**src/rtl/fir_dec_fifo.sv**
```systemverilog
// Runtime decimator followed by a first-word-fall-through FIFO with a ready/valid master port.
// Optional macro FIR_DEC_FIFO_DROP_CNT_EN adds a saturating 16-bit drop_count output.
module fir_dec_fifo #(
    parameter int DATA_W     = 16,
    parameter int DEPTH_LOG2 = 4,
    parameter int DEC_W      = 4
) (
    input  logic                  clk,
    input  logic                  rst,
    input  logic [DEC_W-1:0]      dec_factor,
    input  logic                  flush,
    input  logic                  valid_in,
    input  logic [DATA_W-1:0]     data_in,
    output logic                  m_valid,
    output logic [DATA_W-1:0]     m_data,
    input  logic                  m_ready,
    output logic [DEPTH_LOG2:0]   count,
    output logic                  full,
    output logic                  overflow
`ifdef FIR_DEC_FIFO_DROP_CNT_EN
    ,
    output logic [15:0]           drop_count
`endif
);

    localparam int                DEPTH   = 2 ** DEPTH_LOG2;
    localparam logic [DEPTH_LOG2:0] L_FULL = {1'b1, {DEPTH_LOG2{1'b0}}};

    logic [DATA_W-1:0]     r_mem [DEPTH];
    logic [DEC_W-1:0]      r_phase;
    logic [DEPTH_LOG2-1:0] r_wr_ptr;
    logic [DEPTH_LOG2-1:0] r_rd_ptr;
    logic [DEPTH_LOG2:0]   r_count;
    logic                  r_overflow;

    logic w_keep;
    logic w_pop;
    logic w_full;
    logic w_push;
    logic w_drop;

    // A valid_in during flush is ignored entirely: no keep, no drop, no phase step.
    assign w_keep = valid_in & ~flush & (r_phase == '0);
    assign w_full = (r_count == L_FULL);
    assign w_pop  = m_valid & m_ready;
    assign w_push = w_keep & (~w_full | w_pop);
    assign w_drop = w_keep & w_full & ~w_pop;

    assign m_valid  = (r_count != '0);
    assign m_data   = m_valid ? r_mem[r_rd_ptr] : '0;
    assign count    = r_count;
    assign full     = w_full;
    assign overflow = r_overflow;

    // NOTE: storage has no reset; empty-state output is forced to zero by m_valid gating instead.
    always_ff @(posedge clk) begin
        if (!rst && !flush && w_push) begin
            r_mem[r_wr_ptr] <= data_in;
        end
    end

    // NOTE: all sequential state uses non-blocking assignment so every register sees pre-edge values.
    always_ff @(posedge clk) begin
        if (rst) begin
            r_phase    <= '0;
            r_wr_ptr   <= '0;
            r_rd_ptr   <= '0;
            r_count    <= '0;
            r_overflow <= 1'b0;
        end else if (flush) begin
            r_phase  <= '0;
            r_wr_ptr <= '0;
            r_rd_ptr <= '0;
            r_count  <= '0;
        end else begin
            // >= rather than == so a lowered dec_factor wraps immediately.
            if (valid_in) begin
                r_phase <= (r_phase >= dec_factor) ? '0 : r_phase + 1'b1;
            end
            if (w_push) begin
                r_wr_ptr <= r_wr_ptr + 1'b1;
            end
            if (w_pop) begin
                r_rd_ptr <= r_rd_ptr + 1'b1;
            end
            if (w_push && !w_pop) begin
                r_count <= r_count + 1'b1;
            end else if (w_pop && !w_push) begin
                r_count <= r_count - 1'b1;
            end
            if (w_drop) begin
                r_overflow <= 1'b1;
            end
        end
    end

`ifdef FIR_DEC_FIFO_DROP_CNT_EN
    logic [15:0] r_drop_count;

    always_ff @(posedge clk) begin
        if (rst) begin
            r_drop_count <= '0;
        end else if (w_drop && r_drop_count != 16'hFFFF) begin
            r_drop_count <= r_drop_count + 16'd1;
        end
    end

    assign drop_count = r_drop_count;
`endif

endmodule

```
**config.mk**
```make
export PLATFORM = sky130hd
export DESIGN_NAME = fir_dec_fifo
export DESIGN_NICKNAME = d
export VERILOG_FILES = /design/src/rtl/fir_dec_fifo.sv
export SDC_FILE = /design/constraint.sdc
export NUM_CORES = 1
export LEC_CHECK = 0
export BUFFER_PORTS_ARGS = -buffer_cell sky130_fd_sc_hd__buf_2
export CORE_ASPECT_RATIO = 1.5
export CORE_MARGIN = 5
export CORE_UTILIZATION = 25
export CTS_BUF_LIST = sky130_fd_sc_hd__clkbuf_8
export DETAILED_ROUTE_END_ITERATION = 8
export PLACE_DENSITY_LB_ADDON = 0.12
export SYNTH_ARGS = -nofsm -noshare
export SYNTH_HDL_FRONTEND = slang
export SYNTH_SLANG_ARGS = --single-unit
```
**constraint.sdc**
```tcl
create_clock -name clk -period 3.5 [get_ports clk]
set_input_delay 0.525 -clock clk [delete_from_list [all_inputs] [get_ports clk]]
set_output_delay 0.525 -clock clk [all_outputs]
set_load 0.01 [all_outputs]
```
==> metrics.cfg <==
[critical_path]
critPathMaxStageDelay_ns = 0.61
worst_ep_required_time_ns = 2.97
critPathCaptureType = output pin
path_max_fanout = 16
crit_chain = or4_4 -> o211ai_2 -> buf_4 -> and2b_1 -> a221o_1 -> buf_2
worst-setup-path-type = register to output pin
cp_slowest_cell = or4_4
cp.arrival_ns = 2.77
start_kind = register

[pwr]
p_per_area_nw_per_um2 = 522
peakVddDrop_mv = 0.239
power_frac_seq = 0.537
p_leak_nw = 4.25
p_sw_w = 0.00160
internal_power_w = 0.00523
switching_share = 0.234
pwr-share-comb = 0.080
p_total_w = 0.00683
clockPowerShare = 0.383

[place]
dpl.hpwl_um = 16800
port_buffers = 48
gp_congestion = 0.718
dpl_cell_area_um2 = 12200

[cts]
clock_sinks = 278
clock_latency_ns = 0.56
cts_hold_buf = 0
cts_inserted_buffers = 47
cts_resized = 0
cts_buffer_depth = 3
path_clk_slew_ns = 0.06
cts_tree = done
htree_levels = 2
clock-root-buffer = clkbuf_8
postCtsSetupRepairBufs = 0

[grt]
grt_pass1_vias = 6234
track_usage = 0.116
antenna_found_initial = 2
grt-busiest-layer = met2
gr-total-overflow = 0
use_met1 = 0.144
use_met2 = 0.204
grt_max_degree = 33
grt_pass1_wl_um = 41300
met3_usage = 0.0252

[sta]
slew_headroom = 0.312
finalCriticalPeriod_ns = 3.30
fmax_ghz = 0.303
clock_skew_ns = 0.0128
final.setup.tns_ns = 0
finalCritPeriodShare = 0.942
hold_ws_ns = 0.154
slew_viol_final = 0
worst_slew_pin_slew_ns = 1.01
finalSetupViolations = 0
hold_viol = 0
rsz0062_at_grt = false

[die]
chipHeight_um = 268
start_util = 0.253
ioPinCount = 49
die-width_um = 182
rows = 94
core_um2 = 43900
die_area_um2 = 48700

[drt]
drt_first_pass_iters = 4
drc = 0
wirelength_um = 28000
route.antenna.remaining_nets = 0
wire_per_inst_um = 22.3
via_per_inst = 4.42
drtIter0Drc = 311
vias = 5548

[logic_synthesis]
synth-edff-count = 256
synth.cell_area_um2 = 11100
synth_top_area_cell = edfxtp_1
ys_types = 52
yosys_warnings = 0
synth_seq_area_share = 0.733
netlist.area_leader.share = 0.693
syn_nets = 593
async_flop_share = 0
synthTopCellsByArea = edfxtp_1 69%, mux4_2 13%, dfxtp_1 4.0%
ys_ff_latch = 278
avgSynthCellArea_um2 = 20.1
ys.flop_type = edfxtp_1
postSynthCellCount = 552

[finish]
layout_commonest_cell = edfxtp_1
area.growth.synth_to_final_pct = 18.0
fillers = 4320
final_cell_mix = 256 x edfxtp_1, 64 x mux4_2, 49 x clkbuf_8
fin_nets = 687
final_cell_area_um2 = 13100
final_layout_size_suffix_gt1_frac = 0.356

[outcome]
outcome = completed

[run]
drv_cap = 0

[worst_hold_path]
hp-class = input pin to register

flip-flops by register name, summed over array words and instances, names as in the netlist, named ones only:
register  cells
r_wr_ptr      4
r_phase       4
overflow      1
count         5
r_rd_ptr      4
r_mem       256
through the flow:
step / util / worst slack, ns / cells
CTS: 0.298 / 0.0962 / 1255
global route: 0.298 / 0.0650 / 1255
floorplan: - / 0.451 / 552
global placement: 0.279 / 0.395 / 1173
finish: 0.298 / 0.202 / 1256
detailed placement: 0.279 / 0.279 / 1173
logic make-up after synthesis:
group           share of synthesized area
compound gates                     0.0321
flops                               0.733
simple gates                       0.0462
mux                                 0.149
xor+xnor                          0.00316
fa+ha+maj                          0.0187
buf+inv                            0.0177
layout make-up:
type	instances	area (um^2)	share of cell area
flip-flops and latches	278	8140	0.622
multi-input cells	236	2810	0.215
well taps	576	721	0.0551
clock buffers	49	674	0.0516
repair buffers	74	536	0.0409
clock inverters	33	163	0.0124
inverters	9	33.8	0.00258
diodes	1	2.50	0.000191
cells in the mapped netlist, drive strengths merged, types with 3 or more instances:
| library cell | n |
|---|---|
| a21oi | 9 |
| a221o | 16 |
| and2b | 12 |
| buf | 21 |
| clkbuf | 8 |
| dfxtp | 22 |
| edfxtp | 256 |
| ha | 15 |
| inv | 9 |
| mux2 | 16 |
| mux2i | 3 |
| mux4 | 64 |
| nand2 | 5 |
| nand2b | 8 |
| nand3 | 5 |
| nand4 | 6 |
| nor2 | 28 |
| nor2b | 6 |
| nor3 | 5 |
| o211ai | 5 |
| o21ai | 3 |
| xor2 | 3 |
routing by layer:
metal | vias to the layer above | routed length, um
li1 | 2460 | -
met1 | 2905 | 11600
met2 | 136 | 14600
met3 | 47 | 1290
met4 | 0 | 614
met5 | - | 0
critical path: cells and delay by family (launching register included):
family	cells	cell delay, ns
buffers and inverters	2	0.49
AOI/OAI and AO/OA	2	0.49
DFF	1	0.38
and+or+nand+nor	2	0.84
power groups by stage:
stage / clock network [W] / logic (W) / registers, W
2_1_floorplan: 0 / 0.000354 / 0.00373
5_1_grt: 0.00289 / 0.000604 / 0.00367
6_report: 0.00261 / 0.000548 / 0.00367
3_5_place_dp: 0 / 0.000568 / 0.00374
3_3_place_gp: 0 / 0.000559 / 0.00373
4_1_cts: 0.00274 / 0.000570 / 0.00367
worst paths after layout:
path | start | endpoint | slack, ns | cells after the start
setup reg to reg | count[0] | count[3] | 0.26 | 10
hold reg to reg | overflow | overflow | 0.48 | 2
hold / removal | rst | overflow | 0.15 | 2
setup / recovery | count[0] | m_data[4] | 0.20 | 6
Note: power is estimated with default switching activity, not from simulation.
